==> src/rtl/datapath_pkg.sv <==
// Shared types and encodings for the register-file/ALU datapath controller.
package datapath_pkg;

    localparam int unsigned OPC_W_DEF  = 3;
    localparam int unsigned PERF_W_DEF = 16;

    typedef enum logic [2:0] {
        S_WAIT    = 3'd0,
        S_DECODE  = 3'd1,
        S_WR_IMM  = 3'd2,
        S_GET_A   = 3'd3,
        S_GET_B   = 3'd4,
        S_COMPUTE = 3'd5,
        S_WR_REG  = 3'd6
    } state_t;

    localparam logic [2:0] OPC_MOV = 3'b110;
    localparam logic [2:0] OPC_ALU = 3'b101;

    localparam logic [1:0] MOV_IMM = 2'b10;
    localparam logic [1:0] MOV_REG = 2'b00;

    localparam logic [1:0] ALU_ADD = 2'b00;
    localparam logic [1:0] ALU_SUB = 2'b01;
    localparam logic [1:0] ALU_AND = 2'b10;
    localparam logic [1:0] ALU_MVN = 2'b11;

    localparam logic [2:0] NSEL_NONE = 3'b000;
    localparam logic [2:0] NSEL_RN   = 3'b001;
    localparam logic [2:0] NSEL_RD   = 3'b010;
    localparam logic [2:0] NSEL_RM   = 3'b100;

    localparam logic [1:0] VSEL_C    = 2'b00;
    localparam logic [1:0] VSEL_IMM8 = 2'b10;

    // Instruction class flags derived from the latched opcode/op.
    typedef struct packed {
        logic movi;
        logic movr;
        logic mvn;
        logic alu;
        logic cmp;
        logic legal;
    } ins_t;

    // Control word presented to the datapath.
    typedef struct packed {
        logic       w;
        logic [2:0] nsel;
        logic       loada;
        logic       loadb;
        logic       loadc;
        logic       loads;
        logic       asel;
        logic       bsel;
        logic [1:0] vsel;
        logic [1:0] alu_op;
        logic       write;
        logic       illegal;
    } ctrl_t;

endpackage

==> src/rtl/datapath_ctrl.sv <==
// Multi-cycle Moore controller sequencing the 16-bit register-file/ALU datapath.
// Optional retired-instruction counter enabled by DATAPATH_CTRL_PERF_EN.
module datapath_ctrl
    import datapath_pkg::*;
#(
    parameter int unsigned OPC_W = OPC_W_DEF
`ifdef DATAPATH_CTRL_PERF_EN
    ,
    parameter int unsigned PERF_W = PERF_W_DEF
`endif
) (
    input  logic             clk,
    input  logic             reset,
    input  logic             s,
    input  logic [OPC_W-1:0] opcode,
    input  logic [1:0]       op,
    output logic             w,
    output logic [2:0]       nsel,
    output logic             loada,
    output logic             loadb,
    output logic             loadc,
    output logic             loads,
    output logic             asel,
    output logic             bsel,
    output logic [1:0]       vsel,
    output logic [1:0]       alu_op,
    output logic             write,
    output logic             illegal
`ifdef DATAPATH_CTRL_PERF_EN
    ,
    output logic [PERF_W-1:0] retired
`endif
);

    state_t           state, state_d;
    logic [OPC_W-1:0] opc_q, opc_d;
    logic [1:0]       op_q, op_d;
    logic             accept;
    ins_t             ins;
    ctrl_t            ctrl_q, ctrl_d;

    function automatic ins_t classify(input logic [OPC_W-1:0] opc, input logic [1:0] o);
        ins_t c;
        c.movi  = (opc == OPC_W'(OPC_MOV)) && (o == MOV_IMM);
        c.movr  = (opc == OPC_W'(OPC_MOV)) && (o == MOV_REG);
        c.alu   = (opc == OPC_W'(OPC_ALU));
        c.mvn   = c.alu && (o == ALU_MVN);
        c.cmp   = c.alu && (o == ALU_SUB);
        c.legal = c.movi | c.movr | c.alu;
        return c;
    endfunction

    // Instruction fields are captured only when a start is accepted in WAIT.
    assign accept = (state == S_WAIT) && s;
    assign opc_d  = accept ? opcode : opc_q;
    assign op_d   = accept ? op : op_q;
    assign ins    = classify(opc_d, op_d);

    always_ff @(posedge clk or posedge reset) begin
        if (reset) begin
            state <= S_WAIT;
            opc_q <= '0;
            op_q  <= '0;
        end else begin
            state <= state_d;
            opc_q <= opc_d;
            op_q  <= op_d;
        end
    end

    // Next state, and the control word that state_d will present once registered.
    always_comb begin
        state_d = S_WAIT;
        ctrl_d  = '0;

        case (state)
            S_WAIT:    state_d = s ? S_DECODE : S_WAIT;
            S_DECODE: begin
                if (ins.movi)                 state_d = S_WR_IMM;
                else if (ins.movr || ins.mvn) state_d = S_GET_B;
                else if (ins.alu)             state_d = S_GET_A;
                else                          state_d = S_WAIT;
            end
            S_WR_IMM:  state_d = S_WAIT;
            S_GET_A:   state_d = S_GET_B;
            S_GET_B:   state_d = S_COMPUTE;
            S_COMPUTE: state_d = ins.cmp ? S_WAIT : S_WR_REG;
            S_WR_REG:  state_d = S_WAIT;
            default:   state_d = S_WAIT;
        endcase

        case (state_d)
            S_WAIT:   ctrl_d.w = 1'b1;
            S_DECODE: ctrl_d.illegal = ~ins.legal;
            S_WR_IMM: begin
                ctrl_d.nsel  = NSEL_RN;
                ctrl_d.vsel  = VSEL_IMM8;
                ctrl_d.write = 1'b1;
            end
            S_GET_A: begin
                ctrl_d.nsel  = NSEL_RN;
                ctrl_d.loada = 1'b1;
            end
            S_GET_B: begin
                ctrl_d.nsel  = NSEL_RM;
                ctrl_d.loadb = 1'b1;
                ctrl_d.bsel  = 1'b0;
            end
            S_COMPUTE: begin
                // MOV reg passes B through the adder as 0 + B.
                ctrl_d.alu_op = ins.movr ? ALU_ADD : op_d;
                ctrl_d.asel   = ins.movr;
                ctrl_d.loads  = ins.alu;
                ctrl_d.loadc  = ~ins.cmp;
            end
            S_WR_REG: begin
                ctrl_d.nsel  = NSEL_RD;
                ctrl_d.vsel  = VSEL_C;
                ctrl_d.write = 1'b1;
            end
            default: ctrl_d = '0;
        endcase
    end

    always_ff @(posedge clk or posedge reset) begin
        if (reset) begin
            ctrl_q   <= '0;
            ctrl_q.w <= 1'b1;
        end else begin
            ctrl_q <= ctrl_d;
        end
    end

    assign w       = ctrl_q.w;
    assign nsel    = ctrl_q.nsel;
    assign loada   = ctrl_q.loada;
    assign loadb   = ctrl_q.loadb;
    assign loadc   = ctrl_q.loadc;
    assign loads   = ctrl_q.loads;
    assign asel    = ctrl_q.asel;
    assign bsel    = ctrl_q.bsel;
    assign vsel    = ctrl_q.vsel;
    assign alu_op  = ctrl_q.alu_op;
    assign write   = ctrl_q.write;
    assign illegal = ctrl_q.illegal;

`ifdef DATAPATH_CTRL_PERF_EN
    // Count instructions that complete; illegal ones exit from DECODE and are skipped.
    always_ff @(posedge clk or posedge reset) begin
        if (reset) begin
            retired <= '0;
        end else if ((state == S_WR_IMM) || (state == S_WR_REG) ||
                     ((state == S_COMPUTE) && ins.cmp)) begin
            retired <= retired + PERF_W'(1);
        end
    end
`endif

endmodule
==> config.mk <==
export PLATFORM = sky130hd
export DESIGN_NAME = datapath_ctrl
export DESIGN_NICKNAME = d
export VERILOG_FILES = /design/src/rtl/datapath_pkg.sv /design/src/rtl/datapath_ctrl.sv
export SDC_FILE = /design/constraint.sdc
export NUM_CORES = 1
export LEC_CHECK = 0
export CORE_MARGIN = 4
export CORE_UTILIZATION = 46
export DETAILED_ROUTE_END_ITERATION = 16
export MAX_ROUTING_LAYER = met4
export PLACE_DENSITY = 0.75
export SLEW_MARGIN = 20
export SYNTH_ARGS = -nofsm -noshare
export SYNTH_HDL_FRONTEND = slang
export SYNTH_SLANG_ARGS = --single-unit
==> constraint.sdc <==
create_clock -name clk -period 1.76 [get_ports clk]
set_input_delay 0.44 -clock clk [delete_from_list [all_inputs] [get_ports clk]]
set_output_delay 0.44 -clock clk [all_outputs]
set_load 0.05 [all_outputs]
## Yosys cells after proc, flatten, opt, wreduce, memory -nomap -nowiden

Index checks and enable logic that the tools add are counted.
W data, S select, Z words.

| word-level totals | value |
|---|---|
| register bits | 23 |
| latch bits | 0 |
| memory bits (writable) | 0 |
| ROM bits | 0 |
| input port bits | 8 |
| output and inout bits | 16 |
| logic and storage cells | 62 |
| memories kept | 0 |

| cells by class | value |
|---|---|
| $add $sub $neg | 0 |
| multiply operators | 0 |
| divide/modulo/power cells | 0 |
| $lt $le $gt $ge | 0 |
| equal/unequal tests | 15 |
| shift operators | 0 |
| multiplexer cells | 18 |
| bitwise gates (word level) | 4 |
| reductions and logical operators | 11 |

Operators by type and width:

| operator | count |
|---|---|
| $eq A3 B3 Y1 const B | 7 |
| $mux W3 | 5 |
| $pmux W3 S5 | 1 |
| $mux W2 | 5 |
| $eq A3 B2 Y1 const B | 3 |
| $pmux W3 S3 | 1 |
| $eq A3 B1 Y1 const B | 2 |
| $logic_not A3 Y1 | 2 |
| $mux W1 | 6 |
| $logic_and A1 B1 Y1 | 5 |
| $eq A2 B2 Y1 const B | 2 |
| $reduce_or A2 Y1 | 2 |
| $eq A2 B1 Y1 const B | 1 |
| $logic_not A2 Y1 | 1 |
| $not A1 Y1 | 2 |
| $or A1 B1 Y1 | 2 |
| $logic_or A1 B1 Y1 | 1 |

## Depth between registers and ports, before layout

Gate-level depths: netlist (run 1).

| logic depth | value |
|---|---|
| depth in word-level cells | 12 |
| gate-level depth with buffers | 4 |
| mapped depth without buffers | 4 |

## Least setup slack after synthesis (run 1)

OpenSTA, ideal clock, no wires.

| path | value |
|---|---|
| path kind | reg2reg |
| from | register state[2] |
| to | register state[1] |
| setup time | 0.124 ns |
| arrival time | 1.487 ns |
| required time | 1.636 ns |
| setup slack | 0.149 ns |
| cell stages (with the launch flop) | 5 |
| path buffers | 0 |
| clock period less this slack | 1.611 ns |
| cells stage by stage | dfrtp_1 -> nor4b_4 -> mux2i_1 -> a21oi_2 -> or2_1 |

| on the way | value |
|---|---|
| cells in the longest elaborated chain, start to end | 9 |
| elaborated cells between the ends (all ways) | 24 |
| those cells by class | eq/ne (9); mux (7); reduce/logical (8) |

Ends and longest elaborated chain:

| item | RTL line | RTL |
|---|---|---|
| start, declared | datapath_ctrl.sv:35 | `state_t state, state_d;` |
| start signal, assigned | datapath_ctrl.sv:65 | `state <= state_d;` |
| $logic_not A3 Y1 | datapath_ctrl.sv:54, datapath_ctrl.sv:76 |  |
| $logic_and A1 B1 Y1 | datapath_ctrl.sv:54 | `assign accept = (state == S_WAIT) && s;` |
| $mux W3 / $mux W2 (equally long branches) | datapath_ctrl.sv:55, datapath_ctrl.sv:56 |  |
| $eq A3 B3 Y1 (tied with other cells) | datapath_ctrl.sv:44, datapath_ctrl.sv:45 |  |
| $logic_and A1 B1 Y1 (on tied branches) | datapath_ctrl.sv:45, datapath_ctrl.sv:47 |  |
| $logic_or A1 B1 Y1 | datapath_ctrl.sv:80 | `else if (ins.movr \|\| ins.mvn) state_d = S_GET_B;` |
| $mux W3 | datapath_ctrl.sv:80 |  |
| $mux W3 | datapath_ctrl.sv:79 | `if (ins.movi) state_d = S_WR_IMM;` |
| $pmux W3 S5 (*) | datapath_ctrl.sv:76 | `case (state)` |
| named net state_d[1] | datapath_ctrl.sv:35 |  |

Mark *: on every way through the listed nets, which the timed path passes. The rest lies on a longest branch.

## Final worst setup path (run 1)

| path | value |
|---|---|
| from | input port s |
| to | register state[1] |

| on the way | value |
|---|---|
| cells in the longest elaborated chain, start to end | 8 |
| elaborated cells between the ends (all ways) | 19 |
| those cells by class | eq/ne (5); mux (7); reduce/logical (7) |

Ends and longest elaborated chain:

| item | RTL line | RTL |
|---|---|---|
| start, declared | datapath_ctrl.sv:14 | `input logic s,` |
| $logic_and A1 B1 Y1 (*) | datapath_ctrl.sv:54 |  |
| $mux W3 / $mux W2 (equally long branches) | datapath_ctrl.sv:55, datapath_ctrl.sv:56 |  |
| $eq A3 B3 Y1 (tied with other cells) | datapath_ctrl.sv:44, datapath_ctrl.sv:45 |  |
| $logic_and A1 B1 Y1 (on tied branches) | datapath_ctrl.sv:45, datapath_ctrl.sv:47 |  |
| $logic_or A1 B1 Y1 | datapath_ctrl.sv:80 |  |
| $mux W3 | datapath_ctrl.sv:80 |  |
| $mux W3 | datapath_ctrl.sv:79 |  |
| $pmux W3 S5 (*) | datapath_ctrl.sv:76 |  |
| named net state_d[1] | datapath_ctrl.sv:35 |  |

Marks and branches as above.

==> flow_metrics.py, run 1 <==
metrics = {
    "run_status": {
        "status": "complete, no violations",
    },
    "logic_synthesis": {
        "simple_gate_share_of_the_synthesized_area_pct": 22.6,
        "yosys-top-cells-area": "sky130_fd_sc_hd__dfrtp_1, sky130_fd_sc_hd__mux2_2, sky130_fd_sc_hd__dfstp_2",
        "yosysUniqueCellTypes": 30,
        "syn_area_um2": 928,
        "synth.cells.most_frequent": "sky130_fd_sc_hd__dfrtp_1, sky130_fd_sc_hd__nor2_1, sky130_fd_sc_hd__inv_1, sky130_fd_sc_hd__mux2_2, sky130_fd_sc_hd__nand2_1",
        "post_synth_fa_ha_maj_area_fraction_pct": 0,
        "post_synth_inst_count": 79,
        "postSynth.topFlopCell": "sky130_fd_sc_hd__dfrtp_1",
        "synthDominantAreaCellType": "sky130_fd_sc_hd__dfrtp_1",
        "syn_avg_cell_area_um2": 11.8,
        "synth_compound_gate_area_share_pct": 8.36,
        "post_synth_mux_area_share_pct": 5.93,
        "synth-edff-count": 0,
        "yosysMostFrequentCell": "sky130_fd_sc_hd__dfrtp_1",
        "synth_register_bits": 22,
        "synthXorXnorAreaFrac_pct": 0,
        "synth.top_cell.area_share_pct": 56.6,
        "yosysSeqAreaShare_pct": 59.4,
        "async_reset_ff_share_pct": 100,
        "synth_top_family_by_area": "simple AND/OR/NAND/NOR gates",
        "synth.yosys.warnings": 0,
    },
    "worst_setup_path": {
        "reg2reg_to": "state[1]",
        "r2r.worst_path.cells": 4,
        "worst_r2r_startpoint": "state[2]",
        "ff2ff_setup_slack_ns": 0.14,
        "timing.critical_path.to_type": "flop",
        "worst_setup_path_start_kind": "input port",
        "worst_path_required_ns": 1.96,
        "setup.worst_path.class": "input port to flop",
        "crit_arrival_ns": 1.85,
        "critical_path_peak_fanout": 3,
    },
    "sta": {
        "finalCritPeriodShare_pct": 94.2,
        "finalCriticalPeriod_ns": 1.66,
        "report.final.hold_viol_count": 0,
        "setup_total_negative_slack_ns": 0,
        "timing.final.max_slew_violations": 0,
        "whs_ns": 0.450,
        "fmax_mhz": 603,
        "final_critical_path_setup_slack_ns": 0.102,
        "report.final.setup_viol": 0,
        "worst_clock_skew_ns": 0.00670,
        "rsz_0062_raised_after_global_routing": "no",
    },
    "pwr": {
        "leakage_nw": 0.591,
        "ir_drop_uv": 901,
        "power.density_cell_area_nw_per_um2": 1690,
        "post-layout-total-power_mw": 2.07,
    },
    "floorplanning": {
        "die_h_um": 52.9,
        "dieWidth_um": 52.9,
        "start_util_pct": 51.0,
        "top_level_ports": 24,
        "fp-row-count": 15,
        "design.die.area_um2": 2800,
        "design.core.area_um2": 1820,
    },
    "clock_tree": {
        "cts_tree": "built",
        "cts.htree.levels": 1,
        "numCtsBuffers": 3,
        "clock_insertion_delay_worst_skew_ns": 0.30,
        "clockRootBuffer": "sky130_fd_sc_hd__clkbuf_4",
        "post_cts_resize_count": 0,
        "cts.reportedPaths.clkPinSlew_ns": 0.11,
        "clock_sink_count": 22,
        "ctsLongestPathBuffers": 2,
        "cts_post_setup_buffers_inserted": 0,
        "postCtsHoldBufs": 0,
    },
    "global_route": {
        "grt_use_total_pct": 14.0,
        "number_of_antenna_violations_at_the_first_check_in_global_routing": 0,
        "grt_first_pass_wirelength_mm": 2.68,
        "grt_pass1_vias": 617,
        "gr-total-overflow": 0,
        "maximum_number_of_pins_on_one_net_before_global_route_repair": 23,
    },
    "cells_and_area": {
        "final_net_count": 119,
        "layout.cell_area.non_filler_um2": 1220,
        "layoutNonFillerInstCount": 135,
        "fin_util_pct": 67.3,
        "drive_above_1_share_pct": 29.1,
        "area_delta_synth_final_pct": 31.9,
        "antenna-diode-count": 0,
    },
    "place": {
        "gp_congestion": 0.785,
        "buffer_ports.inserted": 21,
        "detailedPlace.worstSlack_ns": -0.208,
        "place_area_um2": 1190,
        "dp_hpwl_mm": 1.29,
        "place.detailed.instances": 131,
    },
    "routing": {
        "avgViaCountPerCell": 4.92,
        "pre_antenna_drt_iters": 4,
        "detail-route-antenna-nets": 0,
        "wl_per_cell_um": 12.0,
        "totalWireLength_mm": 1.62,
        "drt_drc_violations_left": 0,
        "via_count": 664,
        "drt-initial-drc-count": 1,
    },
    "run": {
        "drv_cap": 0,
    },
    "worst_hold_path": {
        "worstHoldPathType": "input port to asynchronous set/reset pin",
    },
}
## cell usage in the layout, fill, tap and decap left out, drive strengths merged, types with 2 or more instances in the layout
| cell type | synthesis | final |
|---|---|---|
| nor4bb | 2 | 2 |
| inv | 4 | 4 |
| clkdlybuf4s50 | 0 | 7 |
| dfrtp | 21 | 21 |
| nor2b | 3 | 3 |
| conb | 1 | 2 |
| nand2 | 4 | 4 |
| and3 | 2 | 2 |
| a21oi | 2 | 2 |
| nor3b | 2 | 2 |
| mux2 | 4 | 4 |
| o21ai | 6 | 6 |
| and2 | 2 | 2 |
| buf | 2 | 21 |
| nor3 | 2 | 2 |
| nand2b | 3 | 3 |
| nor2 | 7 | 7 |
| clkbuf | 0 | 4 |
## power breakdown
| group | switching (mW) | total [mW] | leakage, nW | internal (mW) |
|---|---|---|---|---|
| registers | 0.168 | 0.846 | 0.287 | 0.678 |
| logic | 0.564 | 0.954 | 0.283 | 0.390 |
| clock network | 0.140 | 0.266 | 0.0210 | 0.126 |
| total | 0.873 | 2.07 | 0.591 | 1.19 |
## logic make-up after synthesis
kind of cell,after synthesis
AND/OR/NAND/NOR,33
flip-flops,22
AO/OA/AOI/OAI,12
buffers and inverters,6
multiplexers,5
other,1
## worst max-delay path: stages
cell and delay (ns):
sky130_fd_sc_hd__clkdlybuf4s50_1 0.48, sky130_fd_sc_hd__nor4b_4 0.23, sky130_fd_sc_hd__mux2i_1 0.39, sky130_fd_sc_hd__a21oi_2 0.10, sky130_fd_sc_hd__or2_1 0.21
## cell type report
type                       instances  area, um2
fill                             149        596
inverter                           4       15.0
timing repair buffer              28        240
tap                               25       31.3
sequential                        22        552
multi-input combinational         52        350
clock buffer                       4       36.3
## worst max-delay path by stage
| stage | startpoint | end | slack, ns |
|---|---|---|---|
| finish | s | state[1] | 0.10 |
| global route | state[2] | state[1] | 0.05 |
| CTS | s | state[1] | 0.12 |
| detailed placement | s | state[1] | -0.21 |
| global placement | s | state[1] | -0.17 |
| floorplan | state[2] | state[1] | 0.15 |
## flip-flops by register name (all words and copies together), names as in the netlist, 2 cells and up
signal,count
alu_op,2
opc_q,3
op_q,2
state,3
nsel,3
## per-layer routing
| metal | global-route usage (%) | vias up | share of wire, % |
|---|---|---|---|
| met4 | 7.66 | 0 | 2.5 |
| met3 | 2.54 | 5 | 6.2 |
| met1 | 16.9 | 301 | 44 |
| met5 | - | - | 0 |
| li1 | - | 337 | - |
| met2 | 22.1 | 21 | 47 |
Note: power is estimated with default switching activity, not from simulation.
==> inputs of run 2 (changes only) <==
--- a/config.mk
+++ b/config.mk
@@ -6,10 +6,10 @@
 export NUM_CORES = 1
 export LEC_CHECK = 0
 export CORE_MARGIN = 4
-export CORE_UTILIZATION = 46
+export CORE_UTILIZATION = 42
 export DETAILED_ROUTE_END_ITERATION = 16
 export MAX_ROUTING_LAYER = met4
-export PLACE_DENSITY = 0.75
+export PLACE_DENSITY = 0.72
 export SLEW_MARGIN = 20
 export SYNTH_ARGS = -nofsm -noshare
 export SYNTH_HDL_FRONTEND = slang
==> constraint.sdc (replaced) <==
create_clock -name clk -period 1.4 [get_ports clk]
set_input_delay 0.35 -clock clk [delete_from_list [all_inputs] [get_ports clk]]
set_output_delay 0.35 -clock clk [all_outputs]
set_load 0.05 [all_outputs]
==> flow_metrics.py, run 2 (same netlist as run 1, synthesis figures left out) <==
metrics = {
    "run_status": {
        "violated_checks": "negative setup slack",
        "status": "finished, violations left",
    },
    "cells_and_area": {
        "seq_area_um2": 556,
        "drive_above_1_share_pct": 50.0,
        "layout.filler_cells": 115,
        "antenna-diode-count": 0,
        "mostFrequentLayoutCell": "sky130_fd_sc_hd__buf_4",
        "layout.cells.most_common_list": "sky130_fd_sc_hd__buf_4, sky130_fd_sc_hd__dfrtp_1, sky130_fd_sc_hd__buf_12, sky130_fd_sc_hd__clkdlybuf4s50_1, sky130_fd_sc_hd__nor2_1",
        "area_delta_synth_final_pct": 75.5,
        "area_used_by_multi_input_combinational_logic_um2": 417,
        "final_net_count": 139,
    },
    "place": {
        "buffer_ports.inserted": 21,
        "detailedPlace.worstSlack_ns": -0.481,
        "gp_congestion": 0.843,
        "dp_hpwl_mm": 1.63,
    },
    "global_route": {
        "maximum_number_of_pins_on_one_net_before_global_route_repair": 23,
        "grt_use_total_pct": 18.2,
        "grt_pass1_vias": 794,
        "gr-total-overflow": 0,
        "number_of_antenna_violations_at_the_first_check_in_global_routing": 0,
        "grt_first_pass_wirelength_mm": 3.53,
    },
    "run": {
        "drv_cap": 0,
    },
    "sta": {
        "report.final.hold_viol_count": 0,
        "finalCriticalPeriod_ns": 1.63,
        "fmax_mhz": 615,
        "setup_total_negative_slack_ns": -1.66,
        "timing.final.max_slew_violations": 0,
        "worst_clock_skew_ns": 0.00154,
        "finalCritPeriodShare_pct": 116,
        "final_critical_path_setup_slack_ns": -0.227,
        "report.final.setup_viol": 13,
        "rsz_0062_raised_after_global_routing": "yes",
    },
    "routing": {
        "pre_antenna_drt_iters": 4,
        "totalWireLength_mm": 2.26,
        "detail-route-antenna-nets": 0,
        "drt-initial-drc-count": 6,
        "avgViaCountPerCell": 5.01,
        "wl_per_cell_um": 14.4,
        "via_count": 787,
        "drt_drc_violations_left": 0,
    },
    "clock_tree": {
        "ctsLongestPathBuffers": 2,
        "clock_sink_count": 22,
        "cts.htree.levels": 1,
        "clockRootBuffer": "sky130_fd_sc_hd__clkbuf_4",
        "numCtsBuffers": 3,
        "cts_tree": "built",
        "clock_insertion_delay_worst_skew_ns": 0.31,
        "cts.reportedPaths.clkPinSlew_ns": 0.12,
    },
    "floorplanning": {
        "fp-row-count": 16,
        "design.core.area_um2": 2020,
        "dieWidth_um": 55.0,
        "die_h_um": 55.0,
        "start_util_pct": 45.9,
        "top_level_ports": 24,
        "design.die.area_um2": 3030,
    },
    "worst_setup_path": {
        "timing.critical_path.to_type": "flop",
        "setup.worst_path.class": "flop to flop",
        "critical_path_peak_fanout": 3,
        "worst_path_required_ns": 1.61,
        "worst_setup_path_start_kind": "flop",
        "crit_arrival_ns": 1.83,
    },
    "worst_hold_path": {
        "worstHoldPathType": "input port to asynchronous set/reset pin",
    },
    "pwr": {
        "ir_drop_uv": 1440,
        "leakage_nw": 0.763,
        "power.density_cell_area_nw_per_um2": 2160,
    },
}
## run 2: final timing paths
kind	startpoint	end	slack [ns]	cells after the start
worst max-delay path	state[2]	state[1]	-0.23	4
worst min-delay path	reset	alu_op[1]	0.36	3
worst max register to register	state[2]	state[1]	-0.23	4
worst min register to register	opc_q[2]	loads	0.62	1
max in group asynchronous	reset	w	0.83	3
min in group clk	s	state[0]	0.59	4
## run 2: final cells by class
type / instances / share of cell area [%]
Timing Repair Buffer: 48 / 35.1
Sequential cell: 22 / 34.1
Multi-Input combinational cell: 52 / 25.6
Clock buffer: 4 / 2.23
Tap cell: 27 / 2.07
Inverter: 4 / 0.922
## run 2: repair_timing
item / 4_1_cts / 5_1_grt
hold buffers: 0 / 0
pin swaps: 2 / 1
buffers inserted: 3 / 3
gates resized for setup: 12 / 9
setup endpoints to repair: 12 / 15
## run 2: per-layer routing
metal / GRT usage [%] / up-vias / routed length (um)
met3: 2.95 / 10 / 124
met1: 19.8 / 373 / 887
met5: - / - / 0
met4: 15.0 / 0 / 85
li1: - / 377 / -
met2: 28.9 / 27 / 1170
## run 2: worst max-delay path, cell delays in order, from the launching register on
cell,delay [ns]
sky130_fd_sc_hd__dfrtp_2,0.45
sky130_fd_sc_hd__nor4b_4,0.36
sky130_fd_sc_hd__mux2i_2,0.39
sky130_fd_sc_hd__a21oi_2,0.11
sky130_fd_sc_hd__or2_1,0.21
## run 2: report_power, final
group	switching, mW	internal (mW)
combinational	0.952	1.12
sequential	0.238	0.863
clock	0.190	0.159
## run 2: stage by stage
step	instance area (um2)	std cells	utilization [%]	hold slack (ns)	total power, mW
floorplan	936	80	-	0.338	1.89
global placement	1480	148	73.3	0.583	2.81
detailed placement	1480	148	73.3	0.597	2.86
CTS	1590	155	78.4	0.365	3.39
global route	1630	157	80.6	0.357	3.71
finish	1630	157	80.6	0.355	3.52
